**src/rtl/lap_recall_if.sv**
```systemverilog
// Bundles the lap-timer control pulses, live digits and recall display outputs.
// The master side drives the pulses and digits; the slave side is the lap_recall core.
interface lap_recall_if;
  logic       lap;
  logic       view;
  logic       exit;
  logic [3:0] din0;
  logic [3:0] din1;
  logic [3:0] din2;
  logic [3:0] din3;
  logic [3:0] dout0;
  logic [3:0] dout1;
  logic [3:0] dout2;
  logic [3:0] dout3;
  logic [2:0] idx;
  logic [3:0] count;
  logic       showing;
  logic       full;
  logic       empty;
  logic       ovf;

  modport master (
    output lap, view, exit, din0, din1, din2, din3,
    input  dout0, dout1, dout2, dout3, idx, count, showing, full, empty, ovf
  );

  modport slave (
    input  lap, view, exit, din0, din1, din2, din3,
    output dout0, dout1, dout2, dout3, idx, count, showing, full, empty, ovf
  );
endinterface

```
**src/rtl/lap_recall.sv**
```systemverilog
// Lap memory for a BCD stopwatch: captures up to DEPTH lap times in order and
// lets the user step through them (oldest first, wrapping) in recall mode.
module lap_recall #(
  parameter int DEPTH = 8
) (
  input logic         clk,
  input logic         clr,
  lap_recall_if.slave bus
);

  typedef enum logic {IDLE, SHOW} state_t;

  localparam logic [3:0] DEPTH_C = 4'(DEPTH);

  state_t      state;
  state_t      state_nxt;
  logic [15:0] rec [DEPTH];
  logic [3:0]  cnt;
  logic        ovf_r;
  logic [15:0] dout_r;
  logic [15:0] dout_nxt;
  logic [2:0]  idx_r;
  logic [2:0]  idx_nxt;
  logic        full_w;

  assign full_w = (cnt == DEPTH_C);

  // Display FSM: view/exit decisions use pre-edge count and record contents.
  always_comb begin
    state_nxt = state;
    dout_nxt  = dout_r;
    idx_nxt   = idx_r;
    case (state)
      IDLE: begin
        if (bus.view && (cnt != 4'd0)) begin
          state_nxt = SHOW;
          idx_nxt   = 3'd0;
          dout_nxt  = rec[0];
        end
      end
      SHOW: begin
        if (bus.exit) begin
          state_nxt = IDLE;
          idx_nxt   = 3'd0;
          dout_nxt  = 16'd0;
        end else if (bus.view) begin
          idx_nxt  = ({1'b0, idx_r} == (cnt - 4'd1)) ? 3'd0 : (idx_r + 3'd1);
          dout_nxt = rec[idx_nxt];
        end
      end
      default: begin
        state_nxt = IDLE;
        idx_nxt   = 3'd0;
        dout_nxt  = 16'd0;
      end
    endcase
  end

  always_ff @(posedge clk or posedge clr) begin
    if (clr) begin
      state  <= IDLE;
      dout_r <= 16'd0;
      idx_r  <= 3'd0;
      cnt    <= 4'd0;
      ovf_r  <= 1'b0;
    end else begin
      state  <= state_nxt;
      dout_r <= dout_nxt;
      idx_r  <= idx_nxt;
      if (bus.lap) begin
        if (!full_w) cnt   <= cnt + 4'd1;
        else         ovf_r <= 1'b1;
      end
    end
  end

  // Record storage carries no reset; count alone decides which entries are valid.
  always_ff @(posedge clk) begin
    if (bus.lap && !full_w)
      rec[cnt[2:0]] <= {bus.din3, bus.din2, bus.din1, bus.din0};
  end

  assign bus.dout0   = dout_r[3:0];
  assign bus.dout1   = dout_r[7:4];
  assign bus.dout2   = dout_r[11:8];
  assign bus.dout3   = dout_r[15:12];
  assign bus.idx     = idx_r;
  assign bus.count   = cnt;
  assign bus.showing = (state == SHOW);
  assign bus.full    = full_w;
  assign bus.empty   = (cnt == 4'd0);
  assign bus.ovf     = ovf_r;

endmodule
```
**src/flat_wrapper.sv**
```systemverilog
// flat-port wrapper written by rule: the top's interface ports become plain ports
module lap_recall_flat 
#(
  parameter int DEPTH = 8
)
  (clk, clr, bus_lap, bus_view, bus_exit, bus_din0, bus_din1, bus_din2, bus_din3, bus_dout0, bus_dout1, bus_dout2, bus_dout3, bus_idx, bus_count, bus_showing, bus_full, bus_empty, bus_ovf);
  lap_recall_if bus_i ();
  input logic clk;
  input logic clr;
  input wire logic [$bits(bus_i.lap)-1:0] bus_lap;
  input wire logic [$bits(bus_i.view)-1:0] bus_view;
  input wire logic [$bits(bus_i.exit)-1:0] bus_exit;
  input wire logic [$bits(bus_i.din0)-1:0] bus_din0;
  input wire logic [$bits(bus_i.din1)-1:0] bus_din1;
  input wire logic [$bits(bus_i.din2)-1:0] bus_din2;
  input wire logic [$bits(bus_i.din3)-1:0] bus_din3;
  output wire logic [$bits(bus_i.dout0)-1:0] bus_dout0;
  output wire logic [$bits(bus_i.dout1)-1:0] bus_dout1;
  output wire logic [$bits(bus_i.dout2)-1:0] bus_dout2;
  output wire logic [$bits(bus_i.dout3)-1:0] bus_dout3;
  output wire logic [$bits(bus_i.idx)-1:0] bus_idx;
  output wire logic [$bits(bus_i.count)-1:0] bus_count;
  output wire logic [$bits(bus_i.showing)-1:0] bus_showing;
  output wire logic [$bits(bus_i.full)-1:0] bus_full;
  output wire logic [$bits(bus_i.empty)-1:0] bus_empty;
  output wire logic [$bits(bus_i.ovf)-1:0] bus_ovf;
  assign bus_i.lap = bus_lap;
  assign bus_i.view = bus_view;
  assign bus_i.exit = bus_exit;
  assign bus_i.din0 = bus_din0;
  assign bus_i.din1 = bus_din1;
  assign bus_i.din2 = bus_din2;
  assign bus_i.din3 = bus_din3;
  assign bus_dout0 = bus_i.dout0;
  assign bus_dout1 = bus_i.dout1;
  assign bus_dout2 = bus_i.dout2;
  assign bus_dout3 = bus_i.dout3;
  assign bus_idx = bus_i.idx;
  assign bus_count = bus_i.count;
  assign bus_showing = bus_i.showing;
  assign bus_full = bus_i.full;
  assign bus_empty = bus_i.empty;
  assign bus_ovf = bus_i.ovf;
  lap_recall #(.DEPTH(DEPTH)) u_core (.clk(clk), .clr(clr), .bus(bus_i));
endmodule
```
**config.mk**
```make
export PLATFORM = sky130hd
export DESIGN_NAME = lap_recall_flat
export DESIGN_NICKNAME = d
export VERILOG_FILES = /design/src/rtl/lap_recall_if.sv /design/src/rtl/lap_recall.sv /design/src/flat_wrapper.sv
export SDC_FILE = /design/constraint.sdc
export NUM_CORES = 1
export LEC_CHECK = 0
export ABC_AREA = 0
export CAP_MARGIN = 20
export CORE_ASPECT_RATIO = 1.1
export CORE_MARGIN = 1
export CORE_UTILIZATION = 58
export CTS_CLUSTER_SIZE = 20
export DETAILED_ROUTE_END_ITERATION = 6
export MAX_ROUTING_LAYER = met4
export PLACE_DENSITY = 0.78
export REMOVE_ABC_BUFFERS = 1
export SYNTH_ARGS = -nofsm -noshare
export SYNTH_HDL_FRONTEND = slang
export SYNTH_SLANG_ARGS = --single-unit
```
**constraint.sdc**
```tcl
create_clock -name clk -period 4.13 [get_ports clk]
set_clock_uncertainty 0.1 [all_clocks]
set_input_delay 0.826 -clock clk [delete_from_list [all_inputs] [get_ports clk]]
set_output_delay 0.826 -clock clk [all_outputs]
set_load 0.02 [all_outputs]
```
* Word level (Yosys, flattened, before mapping)
Memory sizes are Yosys's and may differ from the RTL's.
Index checks and enable logic that the tools add are counted.
** Storage, ports and cells
- Output and inout bits :: 27
- Register bits after elaboration :: 25
- Input port bits :: 21
- Memories :: 1
- Logic and storage cells :: 37
- Bits in read-only memories :: 0
- Latch bits :: 0
- Memory bits (writable) :: 128
** Memory list
- u_core.rec :: depth 8, bits a word 16, read ports 2, clocked after memory_dff 0, write ports 1, RTL line lap_recall.sv:17 : logic [15:0] rec [DEPTH];
** Cells by class
- Eq/ne operators :: 4
- Shifts and indexed selects :: 0
- Reduce and logical (&&, ||, !) cells :: 8
- Add/subtract/negate cells :: 3
- Multiplexer cells :: 14
- Bitwise operators :: 2
- Magnitude comparators :: 0
- Divide/modulo/power cells :: 0
- Multipliers :: 0
** Operators by type and width (count)
- $mux W16 :: 3
- $pmux W16 S2 :: 1
- $mux W3 :: 4
- $pmux W3 S2 :: 1
- $reduce_and A2 Y1 :: 3
- $add A4 B1 Y4 const B :: 1
- $eq A3 B4 Y1 :: 1
- $eq A4 B4 Y1 const B :: 1
- $logic_not A4 Y1 :: 1
- $mux W1 :: 4
- $reduce_bool A4 Y1 :: 1
- $sub A4 B1 Y4 const B :: 1
- $add A3 B1 Y3 const B :: 1
- $ne A3 B3 Y1 const B :: 1
- $logic_and A1 B1 Y1 :: 2
- $ne A2 B1 Y1 const B :: 1
- $not A1 Y1 :: 2
- $pmux W1 S2 :: 1
- $logic_not A1 Y1 :: 1

* Logic depth before layout (Yosys ltp)
Gate-level depths: netlist of the first run.
An unclocked memory read counts as a cell.
- Depth after elaboration :: 7
- Gate-level depth with buffers :: 9
- Mapped depth without buffers :: 7

* Worst setup path after synthesis of the first run
No wires, ideal clock.
- Path type :: reg2reg
- From :: register u_core.cnt[1], in the netlist u_core.bus.count[1]
- To :: memory u_core.rec[0][0], enable pin
- Period minus slack after synthesis :: 3.257 ns
- Data required time :: 3.600 ns
- Buffers on the path :: 0
- Path slack :: 0.873 ns
- Data arrival time :: 2.727 ns
- Stages on the path, launching flop included :: 6
- Cells stage by stage :: dfrtp_1 inv_1 ha_1 nand3b_1 nand2_1 nor4_1
** On the way
- Cells in the longest elaborated chain, start to end :: 5
** RTL lines
- from (decl) :: RTL line lap_recall.sv:18 : logic [3:0] cnt;
- from (signal assigned) :: RTL line lap_recall.sv:71 : if (!full_w) cnt <= cnt + 4'd1;
- $eq A4 B4 Y1 :: RTL line lap_recall.sv:26 : assign full_w = (cnt == DEPTH_C);
- $logic_not A1 Y1
- $logic_and A1 B1 Y1 :: RTL line lap_recall.sv:79 : if (bus.lap && !full_w)
- $mux W1 :: RTL line lap_recall.sv:79
- $mux W1 (not written as such) :: RTL line lap_recall.sv:80 : rec[cnt[2:0]] <= {bus.din3, bus.din2, bus.din1, bus.din0};
- to (decl) :: RTL line lap_recall.sv:17
Parallel ways exist; a longest one is shown, timed or not.

* Worst setup path after layout of the first run
- From :: register u_core.cnt[1], in the netlist u_core.bus.count[1]
- To :: register u_core.dout_r[1]
** On the way
- Cells in the longest elaborated chain, start to end :: 7
- Elaborated cells on any way between the ends :: 11
- Classes of those cells :: add/sub (1); eq/ne (2); mux (4); reduce/logical (3); memory (1)
** RTL lines
- $sub A4 B1 Y4 :: RTL line lap_recall.sv:47 : idx_nxt = ({1'b0, idx_r} == (cnt - 4'd1)) ? 3'd0 : (idx_r + 3'd1);
- $eq A3 B4 Y1 :: RTL line lap_recall.sv:47
- $mux W3 :: RTL line lap_recall.sv:47
- $mem_v2 Z8 W16
- $mux W16 :: RTL line lap_recall.sv:46 : end else if (bus.view) begin
- $mux W16 :: RTL line lap_recall.sv:42 : if (bus.exit) begin
- $pmux W16 S2 :: RTL line lap_recall.sv:33 : case (state)
- to (signal assigned) :: RTL line lap_recall.sv:68 : dout_r <= dout_nxt;
- to (decl) :: RTL line lap_recall.sv:20 : logic [15:0] dout_r;
Parallel ways exist; a longest one is shown, timed or not. The select of a mux whose other input is x is not followed.
A chain may end at the register's enable or synchronous reset.

==> impl_metrics.yaml, run 1 <==
logic_synthesis:
  synth_warnings: 0
  synth_seq_cells: 153
  postSynthCellCount: 481
  ys.flop_type: "edfxtp_1"
  synth.cell_area_sq_um: 6640
  yosysSeqAreaShare: 0.674
  async_flop_share: 0.163
  avgSynthCellArea_sq_um: 13.8
  synth_edf_count: 128
  ys_types: 46
route:
  ant_nets: 0
  route.detailed.drc: 0
  wl_mm: 16.0
  drt-initial-drc-count: 521
  drtPass1Iterations: 6
  vias: 4492
  via_per_inst: 6.55
  wl_per_cell_um: 23.3
finish:
  fillers: 722
  layout-drive-gt1-share: 0.135
  fin_nets: 551
  antenna_cells: 0
  syn2layout_area_growth_pct: 18.3
  stdcell_count: 686
sta:
  rsz0062_at_grt: "false"
  worst_pin_slew_ps: 1080
  setup_viol: 0
  slew_headroom: 0.283
  setup_ws_ps: 507
  drv_slew: 0
  fin_crit_ps: 3620
  fin_crit_sh: 0.877
  fin_setup_tns_ps: 0
  finalHoldViolCount: 0
  max_freq_ghz: 0.276
clocking:
  clk_path_buf_depth: 2
  cts_hold_buf: 0
  clkLatencyLatePin_ps: 420
  numCtsBuffers: 17
  ctsResizeCount: 0
  worst_setup_hold_path_clk_slew_ps: 60
  htree_levels: 4
  clkSinkCount: 153
  clockRootBuffer: "clkbuf_16"
  cts_tree: "yes"
  post_cts_buffers: 0
grt:
  grt_overflow_total: 0
  grt_max_degree: 38
  grt_pass1_wl_mm: 24.8
  grt_use_total: 0.295
  antenna_found_initial: 0
  grt_pass1_vias: 4490
run:
  maxCapViolCount: 0
die:
  die_x_um: 104
  dieHeight_um: 114
  pin_count: 48
  start_util: 0.603
  rows: 40
  dieArea_sq_um: 11900
  core_area_sq_um: 11000
hold_path:
  hold_path_startpoint: "u_core.bus.ovf$_DFFE_PP0P_"
  hp-class: "reg -> reg"
setup_path:
  crit_type: "reg -> reg"
  crit_path_start: "u_core.bus.count[1]$_DFFE_PP0P_"
  required_ps: 4340
  cp-end-kind: "flop"
  arrival_ps: 3830
  cp_max_fo: 19
  start_kind: "flop"
  r2r_start: "u_core.bus.count[1]$_DFFE_PP0P_"
power_and_ir_drop:
  leakage_nw: 2.64
  power.density_nw_per_um2: 775
  ir_worst_vdd_uv: 532
  design_power_total_mw: 6.09
run_status:
  status: "finished clean"
placed_design:
  dp_slack_ps: 724
  dp_hpwl_mm: 9.23
  dp.cells: 654
  portBuffers: 47
  routabilityCongestion: 0.856
[Yosys cell counts, types with 2 or more instances]
| cell type | number | area, sq um |
|---|---|---|
| o311ai_0 | 12 | 105 |
| nand2b_1 | 5 | 31.3 |
| dfrtp_1 | 25 | 626 |
| mux2i_1 | 16 | 160 |
| edfxtp_1 | 128 | 3840 |
| ha_1 | 4 | 50.1 |
| a221oi_1 | 16 | 140 |
| o21ai_0 | 20 | 100 |
| inv_1 | 22 | 82.6 |
| a311oi_1 | 16 | 140 |
| o311ai_1 | 4 | 35.0 |
| clkbuf_1 | 17 | 63.8 |
| nand3_1 | 2 | 10.0 |
| nand3b_1 | 2 | 15.0 |
| nand2_1 | 43 | 161 |
| nor2_1 | 37 | 139 |
| nor2b_1 | 2 | 12.5 |
| nor3_1 | 3 | 15.0 |
| buf_1 | 2 | 7.51 |
| buf_2 | 13 | 65.1 |
| o22ai_1 | 18 | 113 |
| buf_6 | 3 | 33.8 |
| or2_1 | 2 | 12.5 |
| a211oi_1 | 16 | 120 |
| o31ai_1 | 16 | 120 |
| mux2_2 | 17 | 191 |
[stage by stage]
stage | utilization | hold slack (ps) | area (sq um)
after global routing | 0.713 | 382 | 7850
after CTS | 0.713 | 363 | 7850
final | 0.713 | 355 | 7850
after floorplan | - | 412 | 6460
after global placement | 0.658 | 343 | 7250
after detailed placement | 0.661 | 350 | 7280
[report_power, final]
part | internal, mW | total, mW | switching [mW]
sequential | 1.98 | 2.20 | 0.218
combinational | 0.842 | 2.39 | 1.55
clock | 0.904 | 1.50 | 0.594
[final timing paths]
check | end | slack [ps] | cells after the start
max in group asynchronous | u_core.dout_r[9]$_DFFE_PP0P_ | 2830 | 3
min reg2reg | u_core.bus.ovf$_DFFE_PP0P_ | 350 | 1
min | u_core.bus.ovf$_DFFE_PP0P_ | 350 | 1
max reg2reg | u_core.dout_r[1]$_DFFE_PP0P_ | 510 | 7
max | u_core.dout_r[1]$_DFFE_PP0P_ | 510 | 7
min in group asynchronous | u_core.dout_r[5]$_DFFE_PP0P_ | 630 | 2
[area by class of cell]
class                      instances  area, sq um  area share
multi-input combinational        271         1930       0.246
inverter                          22         82.6      0.0105
clock inverter                    11          124      0.0158
timing repair buffer              61          608      0.0775
sequential                       153         4470       0.569
tap                              147          184      0.0234
clock buffer                      21          450      0.0574
[flip-flops by register name, indices dropped and copies added, names as in the netlist]
signal / cells
u_core.bus.count: 4
u_core.bus.idx: 3
u_core.bus.showing: 1
u_core.rec: 128
u_core.bus.ovf: 1
u_core.dout_r: 16
[worst max-delay path: stages, from the launching register on]
cell and delay, ps:
dfrtp_1 560, inv_1 150, ha_1 340, xnor2_2 760
nor2_4 280, a211oi_4 880, a211oi_1 180, o22ai_1 250
[layout by cell type, fill, tap and decap left out, drive strengths merged, types with 2 or more instances in the layout]
cell type,count
o22ai,18
mux2i,16
o311ai,16
bufinv,2
or2,2
nand3,2
a311oi,16
clkbuf,21
dfrtp,25
a221oi,16
nand3b,2
o21ai,20
nand2,44
buf,14
xnor2,2
nor2,38
mux2,17
ha,4
nand2b,5
nor3,3
a211oi,17
nor2b,2
clkinvlp,3
clkinv,6
o31ai,17
inv,22
clkdlybuf4s50,47
edfxtp,128
[layer usage]
layer | track usage | up-vias | wire, um
li1 | - | 1962 | -
met1 | 0.357 | 2212 | 6130
met2 | 0.468 | 264 | 7980
met3 | 0.0683 | 54 | 1280
met4 | 0.152 | 0 | 615
met5 | - | - | 0
[logic make-up (layout without fill, tap and decap cells)]
kind of cell,Yosys count,after routing,synth area share
xor+xnor,4,4,0.00886
mux,33,33,0.0530
fa+ha+maj,4,4,0.00754
simple gates,102,102,0.0669
compound gates,128,128,0.152
flops,153,153,0.674
buf+inv,57,115,0.0381
No activity file was read; power rests on OpenSTA's default activity.
==> run 2, diff against run 1 <==
--- a/config.mk
+++ b/config.mk
@@ -18,3 +18,4 @@
 export SYNTH_ARGS = -nofsm -noshare
 export SYNTH_HDL_FRONTEND = slang
 export SYNTH_SLANG_ARGS = --single-unit
+export TNS_END_PERCENT = 5
==> constraint.sdc (replaced) <==
create_clock -name clk -period 4.13 [get_ports clk]
set_clock_uncertainty 0.1 [all_clocks]
set_input_delay 0.413 -clock clk [delete_from_list [all_inputs] [get_ports clk]]
set_output_delay 0.413 -clock clk [all_outputs]
set_load 0.02 [all_outputs]
==> run 2 against run 1 <==
  * Highest routed layer unchanged
  * Core utilization down 0.080 points
  * Largest cell class unchanged
  * Global-route usage rose by 1.4 points
  * Flip-flop and latch count is the same
  * Count of clock-buffer cells in the layout decreased by 4
  * Routed wire length grew 3.4%
  * Critical endpoint unchanged
  * Sequential share of layout area rose by 0.064 points
  * Critical path depth is the same
  * Non-clock buffer count unchanged
==> impl_metrics.yaml, run 2 (same netlist as run 1, synthesis figures left out) <==
run_status:
  status: "finished clean"
finish:
  final_cell_mix: "edfxtp_1 (128), clkdlybuf4s50_1 (47), nand2_1 (43)"
  largest_reg_flops: 128
  fin_area_sq_um: 7840
  layout-drive-gt1-share: 0.135
  syn2layout_area_growth_pct: 18.2
  fillers: 719
  multi_input_area_sq_um: 1930
  antenna_cells: 0
  fin_nets: 551
  seq_area_sq_um: 4470
  layout_commonest_cell: "edfxtp_1"
grt:
  grt_max_degree: 38
  grt_pass1_vias: 4718
  grt_pass1_wl_mm: 25.9
  grt_use_total: 0.309
  antenna_found_initial: 0
  grt_overflow_total: 0
route:
  wl_per_cell_um: 24.1
  drt-initial-drc-count: 577
  via_per_inst: 6.76
  route.detailed.drc: 0
  vias: 4638
  ant_nets: 0
  wl_mm: 16.6
  drtPass1Iterations: 5
clocking:
  clockRootBuffer: "clkbuf_16"
  numCtsBuffers: 17
  clk_path_buf_depth: 2
  clkSinkCount: 153
  clkLatencyLatePin_ps: 420
  worst_setup_hold_path_clk_slew_ps: 60
  htree_levels: 4
  cts_hold_buf: 0
  cts_tree: "yes"
  post_cts_buffers: 0
  ctsResizeCount: 0
sta:
  whs_ps: 131
  fin_setup_tns_ps: 0
  max_freq_ghz: 0.268
  worst_pin_slew_ps: 1080
  setup_viol: 0
  finalHoldViolCount: 0
  rsz0062_at_grt: "false"
  drv_slew: 0
  slew_headroom: 0.274
  fin_crit_sh: 0.903
  fin_crit_ps: 3730
die:
  rows: 40
  start_util: 0.603
  die_x_um: 104
  dieArea_sq_um: 11900
  core_area_sq_um: 11000
  pin_count: 48
  dieHeight_um: 114
run:
  maxCapViolCount: 0
setup_path:
  start_kind: "flop"
  r2r_setup_slack_ps: 400
  r2r-end: "u_core.dout_r[1]$_DFFE_PP0P_"
  required_ps: 4370
  r2r_start: "u_core.bus.count[1]$_DFFE_PP0P_"
  cp_max_fo: 19
  ff2ff_path_depth: 7
  arrival_ps: 3960
  crit_type: "reg -> reg"
  cp-end-kind: "flop"
power_and_ir_drop:
  power.density_nw_per_um2: 781
  leakage_nw: 2.64
  ir_worst_vdd_uv: 443
placed_design:
  dp_hpwl_mm: 9.37
  portBuffers: 47
  routabilityCongestion: 0.864
  detailed_place.area_sq_um: 7240
hold_path:
  hp-class: "in -> async"
run 2: changes by cell type in the layout (fill, tap and decap cells not counted), sizes merged:
| cell | change |
|---|---|
| inv | +2 |
| clkinv | +3 |
| clkinvlp | -1 |
| clkbuf | -4 |
run 2: how the worst max path moves through the flow:
stage	start	to	slack, ps	depth (start not counted)
after CTS	u_core.bus.count[1]$_DFFE_PP0P_	u_core.dout_r[8]$_DFFE_PP0P_	530	7
after global routing	u_core.bus.count[1]$_DFFE_PP0P_	u_core.dout_r[8]$_DFFE_PP0P_	270	7
after floorplan	u_core.bus.idx[0]$_DFFE_PP0P_	u_core.dout_r[0]$_DFFE_PP0P_	790	6
final	u_core.bus.count[1]$_DFFE_PP0P_	u_core.dout_r[1]$_DFFE_PP0P_	400	7
after global placement	u_core.bus.count[0]$_DFFE_PP0P_	u_core.dout_r[14]$_DFFE_PP0P_	850	7
after detailed placement	u_core.bus.count[1]$_DFFE_PP0P_	u_core.dout_r[12]$_DFFE_PP0P_	640	7
run 2: layer usage:
layer / global-route usage / vias up / part of all wire
met5: - / - / 0
li1: - / 1965 / -
met3: 0.0797 / 99 / 0.11
met2: 0.464 / 340 / 0.47
met4: 0.217 / 0 / 0.060
met1: 0.368 / 2234 / 0.36
run 2: power by group:
part,total [mW],switching [mW],internal [mW]
combinational,2.42,1.59,0.829
clock,1.51,0.619,0.889
sequential,2.20,0.220,1.98
total,6.13,2.43,3.70
run 2: critical path, stage by stage (launching register included):
cell	delay, ps
dfrtp_1	560
inv_1	160
ha_1	350
xnor2_2	780
nor2_4	310
a211oi_4	940
a211oi_1	240
o22ai_1	180
run 2: final cells by class:
cell class | count | share of cell area
clock buffer | 17 | 0.0543
clock inverter | 15 | 0.0195
inverter | 22 | 0.0105
multi-input combinational | 271 | 0.246
sequential | 153 | 0.570
tap | 147 | 0.0235
timing repair buffer | 61 | 0.0760
run 2: metrics by stage:
stage / utilization / power (mW) / worst slack, ps / instances
after floorplan: - / 3.62 / 789 / 446
after global routing: 0.712 / 6.36 / 273 / 686
after global placement: 0.657 / 4.43 / 851 / 653
final: 0.712 / 6.13 / 402 / 686
after CTS: 0.710 / 6.07 / 534 / 685
after detailed placement: 0.657 / 4.54 / 638 / 653
==> run 3, diff against run 2 <==
--- a/config.mk
+++ b/config.mk
@@ -6,7 +6,7 @@
 export NUM_CORES = 1
 export LEC_CHECK = 0
 export ABC_AREA = 0
-export CAP_MARGIN = 20
+export CAP_MARGIN = 5
 export CORE_ASPECT_RATIO = 1.1
 export CORE_MARGIN = 1
 export CORE_UTILIZATION = 58
==> run 3 against run 2 <==
  * Cell count decreased by 0.15%
  * Clock power about the same
  * Register-to-register slack improved by 40 ps
  * Count of clock-buffer cells in the layout unchanged
  * Combinational power about the same
  * Critical path depth unchanged
  * Largest power group unchanged
  * Highest routed layer unchanged
==> impl_metrics.yaml, run 3 (same netlist as run 1, synthesis figures left out) <==
power_and_ir_drop:
  swShare: 0.396
  ir_worst_vdd_uv: 441
  internal-power_mw: 3.70
  pwr-share-comb: 0.394
  leakage_nw: 2.62
  power_frac_clock: 0.246
  design_power_total_mw: 6.12
  power.density_nw_per_um2: 783
  p_sw_mw: 2.42
  p_seq_frac: 0.360
die:
  die_x_um: 104
  start_util: 0.603
  pin_count: 48
  dieArea_sq_um: 11900
  core_area_sq_um: 11000
  dieHeight_um: 114
  rows: 40
finish:
  layout_commonest_cell: "edfxtp_1"
  stdcell_count: 685
  fin_nets: 550
  syn2layout_area_growth_pct: 17.8
  largest_reg_flops: 128
  fin_area_sq_um: 7810
  layout-drive-gt1-share: 0.134
  antenna_cells: 0
  final_cell_mix: "edfxtp_1 (128), clkdlybuf4s50_1 (47), nand2_1 (43)"
clocking:
  clk_path_buf_depth: 2
  htree_levels: 4
  ctsResizeCount: 0
  cts_hold_buf: 0
  post_cts_buffers: 0
  cts_tree: "yes"
  numCtsBuffers: 17
  clockRootBuffer: "clkbuf_16"
  worst_setup_hold_path_clk_slew_ps: 60
  clkSinkCount: 153
  clkLatencyLatePin_ps: 420
setup_path:
  required_ps: 4360
  cp_max_fo: 19
  arrival_ps: 3920
  ff2ff_path_depth: 7
  start_kind: "flop"
  cp-end-kind: "flop"
  crit_type: "reg -> reg"
sta:
  fin_crit_ps: 3690
  finalHoldViolCount: 0
  setup_viol: 0
  worst_pin_slew_ps: 1160
  slew_headroom: 0.228
  fin_setup_tns_ps: 0
  fin_crit_sh: 0.892
  max_freq_ghz: 0.271
  rsz0062_at_grt: "false"
  drv_slew: 0
placed_design:
  dp.cells: 653
  dp_hpwl_mm: 9.37
  portBuffers: 47
  detailed_place.area_sq_um: 7240
  routabilityCongestion: 0.864
grt:
  antenna_found_initial: 0
  grt_pass1_vias: 4718
  grt_max_degree: 38
  grt_pass1_wl_mm: 25.9
  grt_use_total: 0.309
  grt_overflow_total: 0
route:
  via_per_inst: 6.81
  vias: 4662
  wl_mm: 16.6
  drtPass1Iterations: 6
  wl_per_cell_um: 24.2
  ant_nets: 0
  route.detailed.drc: 0
  drt-initial-drc-count: 608
hold_path:
  min_path_cells: 1
  hp-class: "reg -> reg"
run_status:
  status: "finished clean"
run:
  maxCapViolCount: 0
==> run 3: changes by cell type in the layout (fill, tap and decap cells not counted) <==
cell    delta
buf_16     -1
==> run 3: per-stage QoR <==
| step | hold WS, ps | utilization | setup slack, ps |
|---|---|---|---|
| finish | 356 | 0.710 | 445 |
| global route | 390 | 0.710 | 273 |
| CTS | 357 | 0.710 | 534 |
| detailed placement | 343 | 0.657 | 638 |
| global placement | 340 | 0.657 | 851 |
| floorplan | 340 | - | 789 |
==> run 3: metal layers <==
metal / GRT usage / wire length, um / vias to the layer above
li1: - / - / 1969
met1: 0.368 / 5940 / 2233
met2: 0.464 / 7710 / 360
met3: 0.0797 / 1850 / 100
met4: 0.217 / 1100 / 0
met5: - / 0 / -
==> run 3: layout make-up <==
| type | count | area [sq um] |
|---|---|---|
| tap | 147 | 184 |
| clock buffer | 17 | 425 |
| clock inverter | 15 | 153 |
| fill | 720 | 3200 |
| timing repair buffer | 60 | 568 |
| sequential | 153 | 4470 |
| multi-input combinational | 271 | 1930 |
| inverter | 22 | 82.6 |
==> run 3: worst paths after layout <==
path | from | endpoint | slack [ps]
min in group asynchronous | clr | u_core.bus.showing$_DFF_PP0_ | 500
min | u_core.bus.ovf$_DFFE_PP0P_ | u_core.bus.ovf$_DFFE_PP0P_ | 360
min reg2reg | u_core.bus.ovf$_DFFE_PP0P_ | u_core.bus.ovf$_DFFE_PP0P_ | 360
max reg2reg | u_core.bus.count[1]$_DFFE_PP0P_ | u_core.dout_r[8]$_DFFE_PP0P_ | 440
max | u_core.bus.count[1]$_DFFE_PP0P_ | u_core.dout_r[8]$_DFFE_PP0P_ | 440
max in group asynchronous | clr | u_core.dout_r[9]$_DFFE_PP0P_ | 2740
==> run 3: worst max-delay path, cell delays in order, from the launching register on <==
cell and delay [ps]:
dfrtp_1 560, inv_1 170, ha_1 350, xnor2_2 770, nor2_4 300, a211oi_4 920, a211oi_1 210, o22ai_1 190
==> run 3: power groups by stage <==
stage                     Sequential, mW  Clock, mW  Combinational, mW
after floorplan                     2.30          0               1.32
after global placement              2.20          0               2.23
after detailed placement            2.22          0               2.32
after CTS                           2.20       1.52               2.36
after global routing                2.23       1.57               2.55
final                               2.20       1.50               2.41
